===== config.mk =====
export PLATFORM = sky130hd
export DESIGN_NAME = ldo_ctrl_flat
export DESIGN_NICKNAME = d
export VERILOG_FILES = /design/src/rtl/ldo_ctrl_if.sv /design/src/rtl/ldo_ctrl.sv /design/src/flat_wrapper.sv
export SDC_FILE = /design/constraint.sdc
export NUM_CORES = 1
export LEC_CHECK = 0
export BUFFER_PORTS_ARGS = -buffer_cell sky130_fd_sc_hd__buf_2
export CAP_MARGIN = 5
export CORE_MARGIN = 5
export CORE_UTILIZATION = 35
export DETAILED_ROUTE_END_ITERATION = 8
export SYNTH_ARGS = -nofsm -noshare
export SYNTH_HDL_FRONTEND = slang
export SYNTH_SLANG_ARGS = --single-unit

===== constraint.sdc =====
create_clock -name clk -period 3.83 [get_ports clk]
set_input_delay 0.383 -clock clk [delete_from_list [all_inputs] [get_ports clk]]
set_output_delay 0.383 -clock clk [all_outputs]
set_load 0.05 [all_outputs]

===== src/rtl/ldo_ctrl_if.sv =====
// SPI slave pin bundle for ldo_ctrl: chip select, clock and data in/out.
// The master drives cs_n/sclk/mosi; the slave (ldo_ctrl) drives miso.
interface ldo_ctrl_if;
    logic spi_cs_n;
    logic spi_sclk;
    logic spi_mosi;
    logic spi_miso;

    modport master (
        output spi_cs_n,
        output spi_sclk,
        output spi_mosi,
        input  spi_miso
    );

    modport slave (
        input  spi_cs_n,
        input  spi_sclk,
        input  spi_mosi,
        output spi_miso
    );
endinterface


===== src/rtl/ldo_ctrl.sv =====
// LDO handover controller: SPI-programmed CTRL/INIT/STATIC registers, thermometer-coded trims
// and a trigger-driven SETTLE/RAMP sequence that hands load from the DLDOs to the ALDO.
module ldo_ctrl (
    input  logic               clk,
    input  logic               rst_n,
    input  logic               start_trig_n,
    ldo_ctrl_if.slave          spi,
    output logic               status,
    output logic [63:0]        dldo0_en_n,
    output logic [63:0]        dldo1_en_n,
    output logic [14:0]        aldo_en,
    output logic [15:0]        vref_trim,
    output logic [7:0]         ks0_trim,
    output logic [7:0]         ks1_trim,
    output logic [15:0]        r2r_dac_in,
    output logic [2:0]         spare_out
);

    typedef enum logic [1:0] {StIdle, StSettle, StRamp, StDone} state_e;

    function automatic logic [63:0] therm64(input logic [6:0] n);
        logic [63:0] t;
        for (int i = 0; i < 64; i++) t[i] = (7'(i) < n);
        return t;
    endfunction

    function automatic logic [15:0] therm16(input logic [4:0] n);
        logic [15:0] t;
        for (int i = 0; i < 16; i++) t[i] = (5'(i) < n);
        return t;
    endfunction

    function automatic logic [14:0] therm15(input logic [3:0] n);
        logic [14:0] t;
        for (int i = 0; i < 15; i++) t[i] = (4'(i) < n);
        return t;
    endfunction

    function automatic logic [7:0] therm8(input logic [3:0] n);
        logic [7:0] t;
        for (int i = 0; i < 8; i++) t[i] = (4'(i) < n);
        return t;
    endfunction

    // ---------------- SPI slave ----------------
    logic [1:0]  cs_s;
    logic [2:0]  sclk_s;
    logic [1:0]  mosi_s;
    logic [5:0]  bit_cnt_q;
    logic [39:0] rx_q;
    logic [39:0] rx_d;
    logic [31:0] tx_q;
    logic        wr_pend_q;
    logic [31:0] ctrl_q;
    logic [31:0] init_q;
    logic [31:0] static_q;
    logic [31:0] rd_data;
    logic        sclk_rise;
    logic        sclk_fall;

    assign sclk_rise = sclk_s[1] & ~sclk_s[2];
    assign sclk_fall = ~sclk_s[1] & sclk_s[2];
    assign rx_d      = {rx_q[38:0], mosi_s[1]};

    // Address is complete in rx_d when the 8th rise is being taken.
    always_comb begin
        rd_data = '0;
        case (rx_d[6:0])
            7'h00:   rd_data = ctrl_q;
            7'h04:   rd_data = init_q;
            7'h08:   rd_data = static_q;
            default: rd_data = '0;
        endcase
    end

    always_ff @(posedge clk) begin
        if (rst_n) begin
            cs_s      <= '0;
            sclk_s    <= '0;
            mosi_s    <= '0;
            bit_cnt_q <= '0;
            rx_q      <= '0;
            tx_q      <= '0;
            wr_pend_q <= 1'b0;
            ctrl_q    <= '0;
            init_q    <= '0;
            static_q  <= '0;
        end else begin
            cs_s      <= {cs_s[0], spi.spi_cs_n};
            sclk_s    <= {sclk_s[1:0], spi.spi_sclk};
            mosi_s    <= {mosi_s[0], spi.spi_mosi};
            wr_pend_q <= 1'b0;
            if (wr_pend_q) begin
                case (rx_q[38:32])
                    7'h00:   ctrl_q   <= rx_q[31:0];
                    7'h04:   init_q   <= rx_q[31:0];
                    7'h08:   static_q <= rx_q[31:0];
                    default: ;
                endcase
            end
            if (cs_s[1]) begin
                bit_cnt_q <= '0;
                tx_q      <= '0;
            end else if (sclk_rise && bit_cnt_q != 6'd40) begin
                rx_q      <= rx_d;
                bit_cnt_q <= bit_cnt_q + 6'd1;
                if (bit_cnt_q == 6'd7 && rx_d[7]) tx_q <= rd_data;
                if (bit_cnt_q == 6'd39 && !rx_d[39]) wr_pend_q <= 1'b1;
            end else if (sclk_fall && bit_cnt_q >= 6'd9) begin
                // The fall right after the load rise is skipped so bit31 is seen by rise 9.
                tx_q <= {tx_q[30:0], 1'b0};
            end
        end
    end

    assign spi.spi_miso = ~spi.spi_cs_n & tx_q[31];

    // ---------------- Static outputs ----------------
    assign vref_trim  = therm16(static_q[4:0]);
    assign ks0_trim   = therm8(static_q[8:5]);
    assign ks1_trim   = therm8(static_q[12:9]);
    assign spare_out  = static_q[15:13];
    assign r2r_dac_in = static_q[31:16];

    // ---------------- Handover FSM ----------------
    state_e      state_q;
    logic [1:0]  trig_s;
    logic        trig;
    logic [6:0]  cnt0_q;
    logic [6:0]  cnt1_q;
    logic [3:0]  aldo_tgt_q;
    logic [2:0]  step_q;
    logic [3:0]  settle_q;
    logic [7:0]  period_q;
    logic        ramp1_q;
    logic [7:0]  tmr_q;
    logic [6:0]  dec0;
    logic [6:0]  dec1;
    logic [6:0]  nxt1;
    logic        ramp_zero;
    logic        dec_zero;

    assign trig = ~trig_s[1];

    always_comb begin
        dec0      = (cnt0_q >= {4'd0, step_q}) ? cnt0_q - {4'd0, step_q} : 7'd0;
        dec1      = (cnt1_q >= {4'd0, step_q}) ? cnt1_q - {4'd0, step_q} : 7'd0;
        nxt1      = ramp1_q ? dec1 : cnt1_q;
        ramp_zero = (cnt0_q == 7'd0) && (!ramp1_q || cnt1_q == 7'd0);
        dec_zero  = (dec0 == 7'd0) && (!ramp1_q || dec1 == 7'd0);
    end

    always_ff @(posedge clk) begin
        if (rst_n) begin
            state_q    <= StIdle;
            trig_s     <= '0;
            cnt0_q     <= '0;
            cnt1_q     <= '0;
            aldo_tgt_q <= '0;
            step_q     <= '0;
            settle_q   <= '0;
            period_q   <= '0;
            ramp1_q    <= 1'b0;
            tmr_q      <= '0;
            status     <= 1'b1;
            dldo0_en_n <= '1;
            dldo1_en_n <= '1;
            aldo_en    <= '0;
        end else begin
            trig_s <= {trig_s[0], start_trig_n};
            unique case (state_q)
                StIdle: begin
                    status     <= 1'b1;
                    dldo0_en_n <= ~therm64(init_q[6:0]);
                    dldo1_en_n <= ~therm64(init_q[22:16]);
                    aldo_en    <= '0;
                    if (trig && ctrl_q[0]) begin
                        state_q    <= StSettle;
                        cnt0_q     <= init_q[6:0];
                        cnt1_q     <= init_q[22:16];
                        aldo_tgt_q <= init_q[11:8];
                        step_q     <= {1'b0, ctrl_q[3:2]} + 3'd1;
                        settle_q   <= ctrl_q[7:4];
                        period_q   <= (ctrl_q[15:8] == 8'd0) ? 8'd1 : ctrl_q[15:8];
                        ramp1_q    <= ctrl_q[1];
                        tmr_q      <= '0;
                        status     <= 1'b0;
                        aldo_en    <= therm15(init_q[11:8]);
                    end
                end
                StSettle: begin
                    if (!trig) begin
                        state_q    <= StIdle;
                        status     <= 1'b1;
                        dldo0_en_n <= ~therm64(init_q[6:0]);
                        dldo1_en_n <= ~therm64(init_q[22:16]);
                        aldo_en    <= '0;
                    end else if (tmr_q + 8'd1 >= {4'd0, settle_q}) begin
                        state_q <= StRamp;
                        tmr_q   <= '0;
                    end else begin
                        tmr_q <= tmr_q + 8'd1;
                    end
                end
                StRamp: begin
                    if (!trig) begin
                        state_q    <= StIdle;
                        status     <= 1'b1;
                        dldo0_en_n <= ~therm64(init_q[6:0]);
                        dldo1_en_n <= ~therm64(init_q[22:16]);
                        aldo_en    <= '0;
                    end else if (ramp_zero) begin
                        state_q <= StDone;
                        status  <= 1'b1;
                    end else if (tmr_q + 8'd1 >= period_q) begin
                        tmr_q      <= '0;
                        cnt0_q     <= dec0;
                        cnt1_q     <= nxt1;
                        dldo0_en_n <= ~therm64(dec0);
                        dldo1_en_n <= ~therm64(nxt1);
                        if (dec_zero) begin
                            state_q <= StDone;
                            status  <= 1'b1;
                        end
                    end else begin
                        tmr_q <= tmr_q + 8'd1;
                    end
                end
                StDone: begin
                    status <= 1'b1;
                    if (!trig) begin
                        state_q    <= StIdle;
                        dldo0_en_n <= ~therm64(init_q[6:0]);
                        dldo1_en_n <= ~therm64(init_q[22:16]);
                        aldo_en    <= '0;
                    end
                end
                default: state_q <= StIdle;
            endcase
        end
    end

    logic unused_bits;
    assign unused_bits = ^{ctrl_q[31:16], init_q[31:23], init_q[15:12], init_q[7], aldo_tgt_q};

endmodule


===== src/flat_wrapper.sv =====
// flat-port wrapper written by rule: the top's interface ports become plain ports
module ldo_ctrl_flat 
  (clk, rst_n, start_trig_n, status, dldo0_en_n, dldo1_en_n, aldo_en, vref_trim, ks0_trim, ks1_trim, r2r_dac_in, spare_out, spi_spi_cs_n, spi_spi_sclk, spi_spi_mosi, spi_spi_miso);
  ldo_ctrl_if spi_i ();
  input  logic clk;
  input  logic rst_n;
  input  logic start_trig_n;
  output logic status;
  output logic [63:0] dldo0_en_n;
  output logic [63:0] dldo1_en_n;
  output logic [14:0] aldo_en;
  output logic [15:0] vref_trim;
  output logic [7:0] ks0_trim;
  output logic [7:0] ks1_trim;
  output logic [15:0] r2r_dac_in;
  output logic [2:0] spare_out;
  input wire logic [$bits(spi_i.spi_cs_n)-1:0] spi_spi_cs_n;
  input wire logic [$bits(spi_i.spi_sclk)-1:0] spi_spi_sclk;
  input wire logic [$bits(spi_i.spi_mosi)-1:0] spi_spi_mosi;
  output wire logic [$bits(spi_i.spi_miso)-1:0] spi_spi_miso;
  assign spi_i.spi_cs_n = spi_spi_cs_n;
  assign spi_i.spi_sclk = spi_spi_sclk;
  assign spi_i.spi_mosi = spi_spi_mosi;
  assign spi_spi_miso = spi_i.spi_miso;
  ldo_ctrl u_core (.clk(clk), .rst_n(rst_n), .start_trig_n(start_trig_n), .spi(spi_i), .status(status), .dldo0_en_n(dldo0_en_n), .dldo1_en_n(dldo1_en_n), .aldo_en(aldo_en), .vref_trim(vref_trim), .ks0_trim(ks0_trim), .ks1_trim(ks1_trim), .r2r_dac_in(r2r_dac_in), .spare_out(spare_out));
endmodule

==> results of run 1 <==
## registers in the layout (all words and copies together) (netlist names), 2 cells and up
| name | count |
|---|---|
| u_core.aldo_en | 15 |
| u_core.dldo1_en_n | 64 |
| u_core.tmr_q | 8 |
| u_core.bit_cnt_q | 6 |
| u_core.step_q | 3 |
| u_core.mosi_s | 2 |
| u_core.rx_q | 39 |
| u_core.sclk_s | 3 |
| u_core.init_q | 32 |
| u_core.ctrl_q | 32 |
| u_core.period_q | 8 |
| u_core.static_q | 32 |
| u_core.cnt0_q | 7 |
| u_core.trig_s | 2 |
| u_core.dldo0_en_n | 64 |
| u_core.cs_s | 2 |
| u_core.state_q | 2 |
| u_core.tx_q | 32 |
| u_core.cnt1_q | 7 |
| u_core.settle_q | 4 |
## timing repair
action                    CTS  global route
hold buffers                3             0
hold endpoints to repair    3             0
gates resized for setup     0             0
## logic make-up (layout without fill, tap and decap cells)
logic type                 Yosys count  after routing
adders and majority gates           32             32
and+or+nand+nor                    858            858
AOI/OAI and AO/OA                  780            780
buffers and inverters              250            371
xor gates and xnor gates            14             14
muxes                               49             49
DFF                                367            367
## worst paths after layout
kind                                 start                                  to
max          u_core.step_q[0]$_SDFFE_PP0P_  u_core.dldo0_en_n[49]$_SDFFE_PP1P_
min reg2reg    u_core.trig_s[0]$_SDFF_PP0_         u_core.trig_s[1]$_SDFF_PP0_
min                           start_trig_n         u_core.trig_s[0]$_SDFF_PP0_
max reg2reg  u_core.step_q[0]$_SDFFE_PP0P_  u_core.dldo0_en_n[49]$_SDFFE_PP1P_
## cell type report
| class | count | area (um2) |
|---|---|---|
| fill | 5277 | 30300 |
| multi-input combinational | 1733 | 9830 |
| sequential | 367 | 7350 |
| timing repair buffer | 259 | 1530 |
| clock buffer | 57 | 1170 |
| tap | 680 | 851 |
| clock inverter | 19 | 241 |
| inverter | 36 | 135 |
## per-stage QoR
step	hold slack, ps	util [%]	power (mW)	std cells	area [um2]
floorplan	414	-	4.82	2350	18200
global placement	431	38.3	5.11	3072	19700
detailed placement	436	38.3	5.13	3072	19700
CTS	15.5	41.1	9.24	3151	21100
global route	45.6	41.1	9.51	3151	21100
finish	42.5	41.1	9.14	3151	21100
## per-layer routing
metal | GRT usage (%) | share of wire (%) | vias to the layer above
li1 | - | - | 8476
met1 | 28.3 | 44 | 8369
met2 | 34.1 | 47 | 628
met3 | 3.22 | 6.4 | 108
met4 | 6.12 | 2.8 | 0
met5 | 0 | 0 | -
## worst max-delay path, delay by kind of cell, from the launching register on
kind	cells	cell delay, ps
flops	1	390
xor+xnor	1	320
simple gates	3	1230
compound gates	3	710
fa+ha+maj	2	700
buf+inv	1	60
## cells in the final DEF (no fill, tap or decap), types with 22 or more instances in the layout
cell and count:
a211oi_1 33, a21oi_1 297, a221o_1 34, a221oi_1 31, a31oi_1 31, buf_2 200, buf_4 49, clkbuf_16 42
dfxtp_1 366, ha_1 30, inv_1 34, mux2i_1 46, nand2_1 457, nand3_1 39, nor2_1 178, nor2b_1 22
nor3_1 56, o21ai_0 147, o21bai_1 39
## report_power, final
part / switching [mW] / internal [mW]
Clock: 1.72 / 2.37
Sequential: 0.0553 / 3.90
Combinational: 0.786 / 0.315
Total: 2.56 / 6.58
==> run metrics, run 1 <==
vias per std cell approximately 5.6; Synth Area in Compound Gates ~28%; Core Area 51400 um2; RSZ-0062 raised after global routing false; Max Fclk between 200 and 300 MHz; reg2reg path depth 10; Clk Latency, worst-skew pair 590 ps; P_leak 7.56 nW; number of global-route vias before repair between 15000 and 20000; CTS tree yes; first-pass GRT wire length approximately 96 mm; synthesized instance count 2350; CP max stage cell or3b_1; antenna violations before repair 0; CTS Sinks 367; total congestion overflow 0; WL per Instance 19.5 um; die extent in y ~240 um; Starting Density 35.4%; final worst path period share approximately nine tenths; Total GRT Usage 20.7%; area leader, netlist dfxtp_1; Max FO, Critical Path 9; layout cells sized above 1 15.3%; port bufs 201; Setup-failing EPs final 0; drt pass-1 iters 6; # nets final 2477; area fraction in and, or, nand and nor cells after synthesis 20.5%; ys async rst share 0%; Peak supply drop 0.301 mV; via count between 15000 and 20000; row cnt between 80 and 90; fin worst setup slack 331 ps; I/O pin count 202; Synth Area in Adders roughly 2.3%; sequential share of the synthesized area 40.4%; Hold Crit Class in -> reg; Syn-to-layout area delta 16.0%; CTS Root Cell clkbuf_16; Power Dens Cells between 400 and 500 nW/um2; Unique masters post-synth 85; count leader, synth nand2_1; Relative slew margins approximately 17%; cell area after synthesis around 18000 um2; Most used DFF post-synth dfxtp_1; Synth warnings 0; Required @ worst endpoint 4340 ps; n_diodes 0; largest family of logic cells by synthesized area compound AO/OA/AOI/OAI gates; top cell type's share of synthesized area 40.4%; fin. max-slew vios 0; synth top area cells dfxtp_1 (40%), nand2_1 (9.4%), a21oi_1 (8.2%); syn_area_per_cell 7.74 um2; Clock Path Buffers 3; fin crit period 3500 ps; 1st-iter DRT viols 1476; die area 56600 um2; register bit count reported by yosys 367; setup TNS 0 ps; CTS buffer count 42; CP Data Arrival Time 4010 ps; WL final around 62 mm; htree depth 2; Post-DRT Antenna Nets 0; worst-path cell chain ha_1 > inv_1 > fa_1 > and2_1 > or3_4 > xor2_2 > o211ai_1 > or3b_1 > o21a_1 > o21ai_0; Fin. Hold Viols 0; WHS Path Cells 2; endpoint class of the critical path register; Max Cap Viol 0; Slew @ Worst Pin roughly 1200 ps; HPWL reported at the end of detailed placement 42.4 mm; Synth top cells by count nand2_1 (457), dfxtp_1 (367), a21oi_1 (298); Die X 238 um; Critical Path Start Type register; status completed; largest net degree at the start of global routing 139; Critical Path Max Stage Delay 600 ps; dpl ws about 370 ps; Post-synth EDFFs 0; critical path type reg -> reg; final clock skew ~50 ps; Routability Congestion 0.924; Post-CTS Setup Bufs 0; syn_nets between 2000 and 2500; Synth Area in XOR/XNOR 0.715%; DRC 0; r2r setup slk 330 ps; mux contribution to synthesized area 2.72%; Clock transition at path regs approximately 60 ps
No activity file was read; power rests on OpenSTA's default activity.
==> run 2: changes to the inputs <==
Settings changed: CORE_UTILIZATION 35 to 43, GPL_TIMING_DRIVEN set to 0, PLACE_DENSITY set to 0.63.
==> run 2 against run 1 <==
  * Non-clock buffer count grew 163
  * Largest power group unchanged
  * Highest routed layer unchanged
  * Hold slack better by 400 ps
  * Sequential power about the same
  * Sequential share of layout area decreased by 0.66 points
  * Clock skew shrank 23 ps
  * Flip-flop and latch count stayed put
  * Critical path type unchanged
==> run metrics, run 2 (same netlist as run 1, synthesis figures left out) <==
status completed; largest registers u_core.dldo0_en_n x64, u_core.dldo1_en_n x64, u_core.rx_q x39; antenna violations before repair 0; port bufs 200; first-pass GRT wire length approximately 110 mm; Required @ worst endpoint between 4000 and 5000 ps; Clk Latency, worst-skew pair 610 ps; hold path start u_core.sclk_s[0]$_SDFF_PP0_; number of global-route vias before repair 17600; FF-to-FF Start u_core.step_q[0]$_SDFFE_PP0P_; Hold Crit Class reg -> reg; Power Dens Cells 444 nW/um2; Post-DRT Antenna Nets 0; fin. max-slew vios 0; CTS Root Cell clkbuf_16; htree depth 2; CP Data Arrival Time 4170 ps; Slew @ Worst Pin 1170 ps; Fill cells 4152; # nets final between 2000 and 3000; endpoint class of the critical path register; Multi-input gate area ~10000 um2; final clock skew 27.9 ps; WHS Path Cells 1; drt pass-1 iters 8; reg2reg path depth 12; sequential cell area ~7300 um2; row cnt 75; Max FO, Critical Path 7; layout cells sized above 1 14.7%; hold slack final 444 ps; vias per std cell 6.01; fin worst setup slack 172 ps; final worst path period share about 96%; Critical Path Start Type register; n_diodes 0; Fin. Hold Viols 0; DRC 0; CTS tree yes; WL per Instance ~23 um; WL final 73.3 mm; Peak supply drop 0.341 mV; 1st-iter DRT viols 2255; Max Fclk 273 MHz; Routability Congestion between 0.9 and 1; Starting Density 43.4%; crit path launch u_core.step_q[0]$_SDFFE_PP0P_; commonest cells after routing, fill and taps aside nand2_1 (457), dfxtp_1 (366), a21oi_1 (296); via count 19100; commonest non-fill, non-tap cell in the layout nand2_1; CTS Sinks about 370; die area around 47000 um2; Setup-failing EPs final 0; Clock transition at path regs 60 ps; CTS buffer count 42; largest net degree at the start of global routing 15; die extent in y 216 um; Syn-to-layout area delta 18.3%; I/O pin count 202; Total GRT Usage around 30%; dpl ws -482 ps; Max Cap Viol 0; fin crit period 3660 ps; Clock Path Buffers 3; total congestion overflow 0; HPWL reported at the end of detailed placement roughly 54 mm; P_leak 7.78 nW; Relative slew margins 21.1%; critical path type reg -> reg; Core Area about 42000 um2; Die X 216 um
==> run 2: cell count changes in the layout (fill, tap and decap cells not counted), sizes merged <==
cell	previous run	this run
buf	256	261
bufinv	3	6
clkbuf	57	211
clkinv	17	11
clkinvlp	1	4
dlygate4sd3	3	4
inv	34	38
==> run 2: path summary, 6_finish.rpt <==
check	end	slack, ps
worst max-delay path	u_core.dldo0_en_n[54]$_SDFFE_PP1P_	170
worst max register to register	u_core.dldo0_en_n[54]$_SDFFE_PP1P_	170
worst min register to register	u_core.sclk_s[1]$_SDFF_PP0_	440
worst min-delay path	u_core.sclk_s[1]$_SDFF_PP0_	440
==> run 2: critical path, cell delays in order (launching register included) <==
cell and delay, ps:
dfxtp_1 460, ha_1 230, inv_1 60, fa_1 500, and2_1 250, or3_4 400
xor2_2 370, o211ai_1 140, buf_4 190, or3b_1 390, clkbuf_1 190, o21a_1 220
o21ai_0 170
==> run 2: layout make-up <==
type / instances / area share, %
multi-input combinational: 1733 / 45.7
sequential: 367 / 34.2
clock buffer: 54 / 5.47
timing repair buffer: 209 / 5.00
buffer: 213 / 4.35
tap: 539 / 3.13
clock inverter: 23 / 1.52
inverter: 36 / 0.628
==> run 2: timing repair <==
action	CTS	global route
setup endpoints to repair	121	125
endpoints found under the hold margin	4	0
hold buffers	4	0
gates resized for setup	15	12
cloned	0	0
buffers inserted	1	2
pin swaps	1	3
==> run 2: per-layer routing <==
layer	global-route usage, %	routed length, um	up-vias
met5	0	0	-
met4	12.7	3390	0
met3	5.18	6070	201
met2	47.8	33100	922
met1	40.2	30700	9140
li1	-	-	8806
==> run 2: where the power goes <==
| part | internal [mW] | switching, mW | leakage, nW | total [mW] |
|---|---|---|---|---|
| clock | 2.61 | 1.80 | 0.732 | 4.41 |
| sequential | 3.90 | 0.0508 | 2.97 | 3.95 |
| combinational | 0.310 | 0.893 | 4.08 | 1.20 |
==> run 2: metrics by stage <==
step                      cells  power [mW]  cell area (um2)  utilization, %  TNS, ps
after global routing       3174        9.84            21500            51.3    -26.7
after global placement     3089        5.18            19900            47.4   -27800
final                      3174        9.56            21500            51.3        0
after floorplan            2350        4.82            18200               -        0
after CTS                  3171        9.56            21500            51.1        0
after detailed placement   3089        5.19            19900            47.4   -30220
